File: config.mk
export PLATFORM = sky130hd
export DESIGN_NAME = rvh_l1d_ld_wb_arb
export DESIGN_NICKNAME = d
export VERILOG_FILES = /design/src/rtl/rvh_l1d_ld_wb_arb.sv
export SDC_FILE = /design/constraint.sdc
export NUM_CORES = 1
export LEC_CHECK = 0
export CORE_MARGIN = 1
export CORE_UTILIZATION = 50
export CTS_CLUSTER_SIZE = 10
export DETAILED_ROUTE_END_ITERATION = 16
export PLACE_DENSITY = 0.77
export SETUP_SLACK_MARGIN = 0.4
export SYNTH_ARGS = -nofsm -noshare
export SYNTH_HDL_FRONTEND = slang
export SYNTH_SLANG_ARGS = --single-unit
File: constraint.sdc
create_clock -name clk -period 8.4 [get_ports clk]
set_input_delay 2.52 -clock clk [delete_from_list [all_inputs] [get_ports clk]]
set_output_delay 2.52 -clock clk [all_outputs]
set_load 0.02 [all_outputs]
File: src/rtl/rvh_l1d_ld_wb_arb.sv
// ---------------------------------------------------------------------------
// rvh_l1d_ld_wb_arb
// Arbitrates the single L1D load writeback port between pipeline load hits
// (which cannot be back-pressured) and MLFB refill responses (buffered in a
// small FIFO). Hits always win the port. A refill that keeps losing for
// STARVE_LIMIT cycles forces a DRAIN phase. In that phase the load issue
// stage is stalled until the refill buffer empties.
//
// Ports
//   clk, rst                   clock, synchronous active-high reset
//   flush_i                    drops all buffered and offered refills
//   hit_*                      load hit response (valid, rob tag, prd, data)
//   refill_*                   refill response with ready/valid handshake
//   l1d_rob_wb_*               ROB writeback (valid, rob tag)
//   l1d_int_prf_wb_*           integer PRF writeback (valid, tag, data,
//                              from_mlfb marks a refill-sourced writeback)
//   hit_stall_o                stall request to the load issue stage
// ---------------------------------------------------------------------------
module rvh_l1d_ld_wb_arb #(
    parameter int REFILL_FIFO_DEPTH = 4,
    parameter int STARVE_LIMIT      = 8,
    parameter int ROB_TAG_WIDTH     = 7,
    parameter int PREG_TAG_WIDTH    = 7,
    parameter int XLEN              = 64
) (
    input  logic                      clk,
    input  logic                      rst,
    input  logic                      flush_i,

    input  logic                      hit_vld_i,
    input  logic [ROB_TAG_WIDTH-1:0]  hit_rob_tag_i,
    input  logic [PREG_TAG_WIDTH-1:0] hit_prd_i,
    input  logic [XLEN-1:0]           hit_data_i,

    input  logic                      refill_vld_i,
    output logic                      refill_rdy_o,
    input  logic [ROB_TAG_WIDTH-1:0]  refill_rob_tag_i,
    input  logic [PREG_TAG_WIDTH-1:0] refill_prd_i,
    input  logic [XLEN-1:0]           refill_data_i,

    output logic                      l1d_rob_wb_vld_o,
    output logic [ROB_TAG_WIDTH-1:0]  l1d_rob_wb_rob_tag_o,
    output logic                      l1d_int_prf_wb_vld_o,
    output logic [PREG_TAG_WIDTH-1:0] l1d_int_prf_wb_tag_o,
    output logic [XLEN-1:0]           l1d_int_prf_wb_data_o,
    output logic                      l1d_int_prf_wb_vld_from_mlfb_o,

    output logic                      hit_stall_o
);

    localparam int PTR_W = $clog2(REFILL_FIFO_DEPTH);
    localparam int CNT_W = PTR_W + 1;
    localparam int STV_W = $clog2(STARVE_LIMIT + 1);

    typedef enum logic {HIT_PRI, DRAIN} state_t;

    state_t             state_reg, state_next;
    logic [CNT_W-1:0]   count_reg, count_next;
    logic [PTR_W-1:0]   wr_ptr_reg, wr_ptr_next;
    logic [PTR_W-1:0]   rd_ptr_reg, rd_ptr_next;
    logic [STV_W-1:0]   starve_reg, starve_next;

    // Small buffer read asynchronously so the head is available in the same
    // cycle it is popped. Contents are never reset; count/pointers qualify them.
    logic [ROB_TAG_WIDTH-1:0]  rob_tag_mem [REFILL_FIFO_DEPTH];
    logic [PREG_TAG_WIDTH-1:0] prd_mem     [REFILL_FIFO_DEPTH];
    logic [XLEN-1:0]           data_mem    [REFILL_FIFO_DEPTH];

    logic fifo_empty;
    logic push;
    logic pop;

    assign fifo_empty   = (count_reg == '0);
    assign refill_rdy_o = ~rst & ~flush_i & (count_reg < CNT_W'(REFILL_FIFO_DEPTH));
    assign push         = refill_vld_i & refill_rdy_o;
    // A buffered refill only gets the port when no hit claims it; a flush
    // discards the buffer so its head is not written back either.
    assign pop          = ~rst & ~flush_i & ~hit_vld_i & ~fifo_empty;

    // Depends only on registered state so it cannot form a loop with issue.
    assign hit_stall_o  = (state_reg == DRAIN) |
                          (count_reg >= CNT_W'(REFILL_FIFO_DEPTH - 2));

    always_ff @(posedge clk) begin
        if (push) begin
            rob_tag_mem[wr_ptr_reg] <= refill_rob_tag_i;
            prd_mem[wr_ptr_reg]     <= refill_prd_i;
            data_mem[wr_ptr_reg]    <= refill_data_i;
        end
    end

    // Writeback mux: hit has zero-latency priority, otherwise FIFO head.
    always_comb begin
        l1d_rob_wb_vld_o               = 1'b0;
        l1d_rob_wb_rob_tag_o           = '0;
        l1d_int_prf_wb_vld_o           = 1'b0;
        l1d_int_prf_wb_tag_o           = '0;
        l1d_int_prf_wb_data_o          = '0;
        l1d_int_prf_wb_vld_from_mlfb_o = 1'b0;
        if (!rst) begin
            if (hit_vld_i) begin
                l1d_rob_wb_vld_o      = 1'b1;
                l1d_rob_wb_rob_tag_o  = hit_rob_tag_i;
                l1d_int_prf_wb_vld_o  = 1'b1;
                l1d_int_prf_wb_tag_o  = hit_prd_i;
                l1d_int_prf_wb_data_o = hit_data_i;
            end else if (pop) begin
                l1d_rob_wb_vld_o               = 1'b1;
                l1d_rob_wb_rob_tag_o           = rob_tag_mem[rd_ptr_reg];
                l1d_int_prf_wb_vld_o           = 1'b1;
                l1d_int_prf_wb_tag_o           = prd_mem[rd_ptr_reg];
                l1d_int_prf_wb_data_o          = data_mem[rd_ptr_reg];
                l1d_int_prf_wb_vld_from_mlfb_o = 1'b1;
            end
        end
    end

    always_comb begin
        state_next  = state_reg;
        starve_next = starve_reg;
        count_next  = count_reg + CNT_W'(push) - CNT_W'(pop);
        wr_ptr_next = push ? wr_ptr_reg + PTR_W'(1) : wr_ptr_reg;
        rd_ptr_next = pop  ? rd_ptr_reg + PTR_W'(1) : rd_ptr_reg;

        case (state_reg)
            HIT_PRI: begin
                if (fifo_empty || pop) begin
                    starve_next = '0;
                end else if (hit_vld_i) begin
                    // The increment that would reach the limit moves to DRAIN
                    // and leaves the counter cleared.
                    if (starve_reg == STV_W'(STARVE_LIMIT - 1)) begin
                        state_next  = DRAIN;
                        starve_next = '0;
                    end else begin
                        starve_next = starve_reg + STV_W'(1);
                    end
                end
            end
            DRAIN: begin
                starve_next = '0;
                if (count_next == '0) begin
                    state_next = HIT_PRI;
                end
            end
            default: begin
                state_next  = HIT_PRI;
                starve_next = '0;
            end
        endcase

        if (flush_i) begin
            state_next  = HIT_PRI;
            starve_next = '0;
            count_next  = '0;
            wr_ptr_next = '0;
            rd_ptr_next = '0;
        end
    end

    always_ff @(posedge clk) begin
        if (rst) begin
            state_reg  <= HIT_PRI;
            starve_reg <= '0;
            count_reg  <= '0;
            wr_ptr_reg <= '0;
            rd_ptr_reg <= '0;
        end else begin
            state_reg  <= state_next;
            starve_reg <= starve_next;
            count_reg  <= count_next;
            wr_ptr_reg <= wr_ptr_next;
            rd_ptr_reg <= rd_ptr_next;
        end
    end

endmodule

==> results of run 1 <==
[through the flow]
| step | instance area, sq um | hold slack [ns] | setup WS (ns) | cells |
|---|---|---|---|---|
| 5_1_grt | 16600 | 0.499 | 0.944 | 1186 |
| 2_1_floorplan | 12800 | 0.428 | 2.28 | 584 |
| 3_3_place_gp | 15500 | 0.435 | 1.14 | 1129 |
| 6_report | 16600 | 0.465 | 1.03 | 1187 |
| 3_5_place_dp | 15500 | 0.464 | 1.05 | 1129 |
| 4_1_cts | 16600 | 0.471 | 1.04 | 1186 |
[synth_stat cells]
cell / instances
nor3_2: 1
nand3b_1: 1
dfxtp_1: 14
fa_1: 1
mux4_2: 78
buf_2: 17
a22o_1: 78
nor2b_1: 1
xor2_1: 1
or3_1: 2
mux2i_1: 2
buf_1: 2
a21oi_1: 4
clkbuf_1: 11
and3b_1: 1
nand4b_1: 2
o41ai_1: 1
o311ai_0: 1
nand3_1: 1
nor2_4: 1
xnor2_1: 2
buf_6: 1
nand2b_1: 2
and2_1: 6
edfxtp_1: 312
or3_4: 1
or2_2: 1
nor4b_4: 1
nor3_1: 1
ha_1: 9
o21ai_0: 2
buf_4: 3
nor2_1: 11
buf_12: 3
inv_1: 9
[cells in the final DEF, fill, tap and decap left out, types with 4 or more instances in the layout]
cell	n
edfxtp_1	312
clkdlybuf4s50_1	243
mux4_2	78
a22o_1	78
clkbuf_16	41
clkbuf_1	15
dfxtp_1	12
nor2_1	11
inv_1	9
ha_1	9
buf_4	8
and2_4	4
a21oi_1	4
[metal layers]
metal / vias to the layer above / track usage [%] / share of wire [%]
met1: 3429 / 25.1 / 40
met3: 46 / 5.44 / 7.5
li1: 2992 / - / -
met2: 266 / 34.4 / 50
met4: 2 / 5.66 / 2.0
met5: - / 0 / 0.051
[worst paths after layout]
kind,start,endpoint,slack (ns),cells past startpoint
setup / recovery,rst,l1d_int_prf_wb_data_o[19],1.03,6
hold / removal,starve_reg[0]$_SDFFE_PP0P_,starve_reg[0]$_SDFFE_PP0P_,0.47,1
setup reg to reg,count_reg[2]$_SDFF_PP0_,state_reg$_SDFF_PP0_,5.83,10
hold reg to reg,starve_reg[0]$_SDFFE_PP0P_,starve_reg[0]$_SDFFE_PP0P_,0.47,1
[cell families (layout without fill, tap and decap cells)]
group / after synthesis / count (layout) / share of synthesized area (%)
mux: 80 / 80 / 13.9
compound gates: 86 / 86 / 5.71
xor+xnor: 3 / 3 / 0.205
fa+ha+maj: 10 / 10 / 1.04
other cells: 0 / 1 / 0
buf+inv: 46 / 318 / 2.04
flops: 326 / 326 / 75.4
simple gates: 33 / 33 / 1.69
[layout make-up]
type,instances,area [sq um],share of cell area [%]
multi-input combinational,212,2900,17.5
antenna,1,2.50,0.0151
timing repair buffer,252,2510,15.1
clock buffer,57,1100,6.60
sequential,326,9660,58.1
inverter,9,33.8,0.203
tap,330,413,2.49
[worst register-to-register path: stages, from the launching register on]
cell and delay [ns]:
dfxtp_1 0.37, nor4b_4 0.50, inv_1 0.11, ha_1 0.31, inv_1 0.06, ha_1 0.14
inv_1 0.05, fa_1 0.55, nand2b_1 0.07, o21ai_0 0.20, a21oi_1 0.10
[power groups by stage]
stage	Combinational [mW]	Clock [mW]	Sequential, mW
detailed placement	0.203	0	1.83
global placement	0.197	0	1.83
CTS	0.205	1.49	1.80
finish	0.203	1.46	1.80
floorplan	0.0682	0	1.83
global route	0.215	1.56	1.80
==> impl_metrics.csv, run 1 <==
group,metric,value,unit
drt,drt_iter0_markers,432,
pwr,power_switching_share,18.9,%
pwr,p_clk_share,42.1,%
layout,largest_reg_flops,256,
setup_path,path_delay_family,"buffers and inverters",
floorplanning,initial_core_util,51.0,%
floorplanning,coreArea,25100,sq um
setup_path,crit_fanout,78,
clock_network,cts_buffer_depth,3,
layout,syn_to_final_growth,29.9,%
timing,layout_min_cycle_time,7.37,ns
timing,setup_tns,0,ns
pwr,power,3.46,mW
clock_network,holdBufCountCts,0,
pwr,p_comb_share,5.9,%
timing,rsz0062_at_grt,"no",
grt,grt_pass1_vias,7272,
setup_path,crit_buf_inv,3,
drt,antenna_left,0,
pwr,p_seq_share,52.0,%
place,gp_congestion,0.750,
logic_synthesis,yosysSeqAreaShare,75.4,%
grt,grt_use_total,20.0,%
pwr,p_per_area,208,nW/um^2
place,hpwl,15.8,mm
clock_network,post-cts-setup-buffers,0,
setup_path,cp-start-kind,"primary input",
timing,worst_pin_slew,1.19,ns
logic_synthesis,synth_seq_cells,326,
clock_network,cts.clk_slew.worst_paths,0.05,ns
timing,hold_viol,0,
outcome,status,"complete, no violations",
clock_network,clk_latency,0.50,ns
timing,fin_crit_sh,87.7,%
timing,relSlewSlack,20.8,%
min_path,worstHoldPathType,"register to register",
floorplanning,ioPinCount,244,
setup_path,path_common_cell,"clkdlybuf4s50_1",
timing,clock_skew,0.0128,ns
grt,antenna_found_initial,2,
drt,wirelength,25.5,mm
layout,reg_top3,"data_mem (256), prd_mem (28), rob_tag_mem (28)",
floorplanning,die_h,162,microns
pwr,p_leak,5.28,nW
timing,finalSetupViolCount,0,
logic_synthesis,syn_area,12800,sq um
place,io_buffers,243,
pwr,p_int,2.80,mW
grt,gr-total-overflow,0,
drt,vias,6735,
logic_synthesis,syn_inst,584,
clock_network,cts_buffers,38,
timing,slew_viol_final,0,
drt,drcViolationCount,0,
floorplanning,die_area,26200,sq um
pwr,netSwitchingPower,0.653,mW
clock_network,ctsResizeCount,0,
logic_synthesis,synth_cell_types,35,
logic_synthesis,syn_nets,755,
logic_synthesis,synth_top_area_share,73.2,%
logic_synthesis,synth.avg_cell_area,21.9,sq um
setup_path,crit_type,"primary input to output pin",
setup_path,crit_slowest_cell,"clkdlybuf4s50_1",
drt,viasPerCell,5.67,
setup_path,cp_data_arrival_time,4.85,ns
pwr,ir_drop,0.149,mV
clock_network,cts_sinks,326,
layout,regMostFlops,"data_mem",
layout,drive_above_1_share,16.5,%
logic_synthesis,synth_top_area_cell,"edfxtp_1",
timing,fmax,136,MHz
clock_network,root_buffer,"clkbuf_16",
setup_path,cp_slowest_stage_delay,0.62,ns
setup_path,end_kind,"output pin",
logic_synthesis,synthTopCellsByArea,"edfxtp_1 (73%), mux4_2 (14%), a22o_1 (5.3%), dfxtp_1 (2.2%), ha_1 (0.88%)",
drt,drtPass1Iterations,5,
layout,finalNetCount,1010,
floorplanning,die-width,162,microns
clock_network,cts_tree,"built",
grt,grt_pass1_wl,39.8,mm
logic_synthesis,yosysWarnings,0,
setup_path,required,5.88,ns
setup_path,crit_chain,"clkdlybuf4s50_1 > or3_4 > nor2_4 > buf_12 > a22o_1 > clkdlybuf4s50_1",
drt,wl_per_cell,21.5,microns
layout,fin_util,66.2,%
run,maxCapViolations,0,
grt,grt_max_degree,79,
layout,n_fill_cell,1699,
clock_network,h-tree-depth,2,
floorplanning,rows,58,
Power figures use the tool's default switching activity.
==> run 2: changes to the inputs <==
==> constraint.sdc (replaced) <==
create_clock -name clk -period 9.2 [get_ports clk]
set_input_delay 2.76 -clock clk [delete_from_list [all_inputs] [get_ports clk]]
set_output_delay 2.76 -clock clk [all_outputs]
set_load 0.02 [all_outputs]
==> run 2 against run 1 <==
  * Hold slack better by 0.0026 ns
  * Clock skew rose by 0.0016 ns
  * Final area about the same
  * Via count is 0.99% higher
  * Non-clock buffer count fell by 2
  * Core utilization barely moved
  * Clock power fell by 9%
  * Die area is the same
==> impl_metrics.csv, run 2 (synthesis gave the netlist of run 1 again) <==
group,metric,value,unit
pwr,p_per_area,190,nW/um^2
min_path,worstHoldPathType,"register to register",
layout,n_fill_cell,1664,
drt,antenna_left,0,
setup_path,required,6.44,ns
floorplanning,die_area,26200,sq um
layout,layout_commonest_cell,"edfxtp_1",
timing,hold_viol,0,
timing,worst_pin_slew,1.16,ns
pwr,p_clk_share,42.1,%
layout,regMostFlops,"data_mem",
pwr,ir_drop,0.176,mV
timing,clock_skew,0.0145,ns
drt,vias,6802,
pwr,p_int,2.57,mW
clock_network,h-tree-depth,2,
floorplanning,die_h,162,microns
timing,relSlewSlack,22.4,%
clock_network,holdBufCountCts,0,
timing,rsz0062_at_grt,"no",
timing,setup_tns,0,ns
timing,fmax,125,MHz
timing,finalSetupViolCount,0,
clock_network,cts_buffer_depth,3,
pwr,power_switching_share,18.8,%
clock_network,cts.clk_slew.worst_paths,0.05,ns
drt,drcViolationCount,0,
timing,fin_crit_sh,87.2,%
floorplanning,die-width,162,microns
setup_path,crit_fanout,49,
layout,reg_top3,"data_mem (256), prd_mem (28), rob_tag_mem (28)",
layout,most-common-layout-cells,"edfxtp_1 (312), clkdlybuf4s50_1 (243), mux4_2 (78), a22o_1 (78), clkbuf_16 (41)",
grt,grt_pass1_wl,39.8,mm
pwr,p_leak,5.28,nW
drt,viasPerCell,5.74,
floorplanning,coreArea,25100,sq um
floorplanning,ioPinCount,244,
place,gp_congestion,0.731,
timing,layout_min_cycle_time,8.02,ns
setup_path,end_kind,"output pin",
place,io_buffers,243,
grt,grt_pass1_vias,7227,
grt,gr-total-overflow,0,
clock_network,cts_buffers,38,
drt,wirelength,26.0,mm
clock_network,cts_sinks,326,
outcome,status,"complete, no violations",
layout,final_cell_area,16600,sq um
pwr,p_comb_share,5.9,%
setup_path,cp-start-kind,"primary input",
setup_path,crit_type,"primary input to output pin",
drt,drtPass1Iterations,5,
grt,grt_max_degree,80,
floorplanning,initial_core_util,51.0,%
pwr,p_seq_share,52.0,%
drt,wl_per_cell,22.0,microns
clock_network,ctsResizeCount,0,
pwr,netSwitchingPower,0.594,mW
layout,drive_above_1_share,16.4,%
layout,finalNetCount,1008,
grt,grt_use_total,20.2,%
clock_network,root_buffer,"clkbuf_16",
setup_path,cp_data_arrival_time,5.26,ns
drt,drt_iter0_markers,380,
grt,antenna_found_initial,2,
place,hpwl,15.8,mm
layout,syn_to_final_growth,29.9,%
place,placed_cell_area,15500,sq um
run,maxCapViolations,0,
layout,largest_reg_flops,256,
clock_network,post-cts-setup-buffers,0,
timing,slew_viol_final,0,
clock_network,cts_tree,"built",
floorplanning,rows,58,
clock_network,clk_latency,0.50,ns
-- run 2: per-layer routing --
layer	vias to the layer above	wire length [microns]	part of all wire, %	GRT usage, %
met5	-	9	0.035	0
met2	293	13200	51	34.4
met4	2	388	1.5	5.27
li1	2987	-	-	-
met1	3480	10500	40	25.8
met3	40	1930	7.4	5.21
-- run 2: through the flow --
step / hold WS (ns) / worst slack [ns] / power [mW] / cells / util [%]
floorplan: 0.428 / 2.60 / 1.74 / 584 / -
global placement: 0.435 / 1.28 / 1.85 / 1127 / 61.8
detailed placement: 0.468 / 1.17 / 1.86 / 1127 / 61.8
CTS: 0.472 / 1.16 / 3.19 / 1183 / 66.2
global route: 0.505 / 1.06 / 3.26 / 1183 / 66.2
finish: 0.468 / 1.18 / 3.16 / 1184 / 66.2
-- run 2: power groups by stage --
stage	combinational [mW]	clock, mW	sequential (mW)
after floorplan	0.0623	0	1.67
after global placement	0.180	0	1.67
after detailed placement	0.186	0	1.67
after CTS	0.188	1.36	1.64
after global routing	0.197	1.42	1.64
final	0.186	1.33	1.64
-- run 2: area by class of cell --
cell class                      instances  area, sq um  area share, %
Multi-Input combinational cell        212         2900           17.5
Sequential cell                       326         9660           58.1
Antenna cell                            1         2.50         0.0151
Clock buffer                           56         1100           6.63
Inverter                                9         33.8          0.203
Timing Repair Buffer                  250         2510           15.1
Tap cell                              330          413           2.48
-- run 2: worst max-delay path: stages --
cell	delay, ns
clkdlybuf4s50_1	0.57
nor2b_4	0.73
buf_12	0.33
a22o_1	0.20
clkdlybuf4s50_1	0.60
-- run 2: final timing paths --
kind / end / depth (start not counted) / start / slack, ns
max: l1d_int_prf_wb_data_o[60] / 5 / hit_vld_i / 1.18
max reg2reg: state_reg$_SDFF_PP0_ / 11 / count_reg[1]$_SDFF_PP0_ / 6.52
min reg2reg: starve_reg[0]$_SDFFE_PP0P_ / 1 / starve_reg[0]$_SDFFE_PP0P_ / 0.47
min: starve_reg[0]$_SDFFE_PP0P_ / 1 / starve_reg[0]$_SDFFE_PP0P_ / 0.47
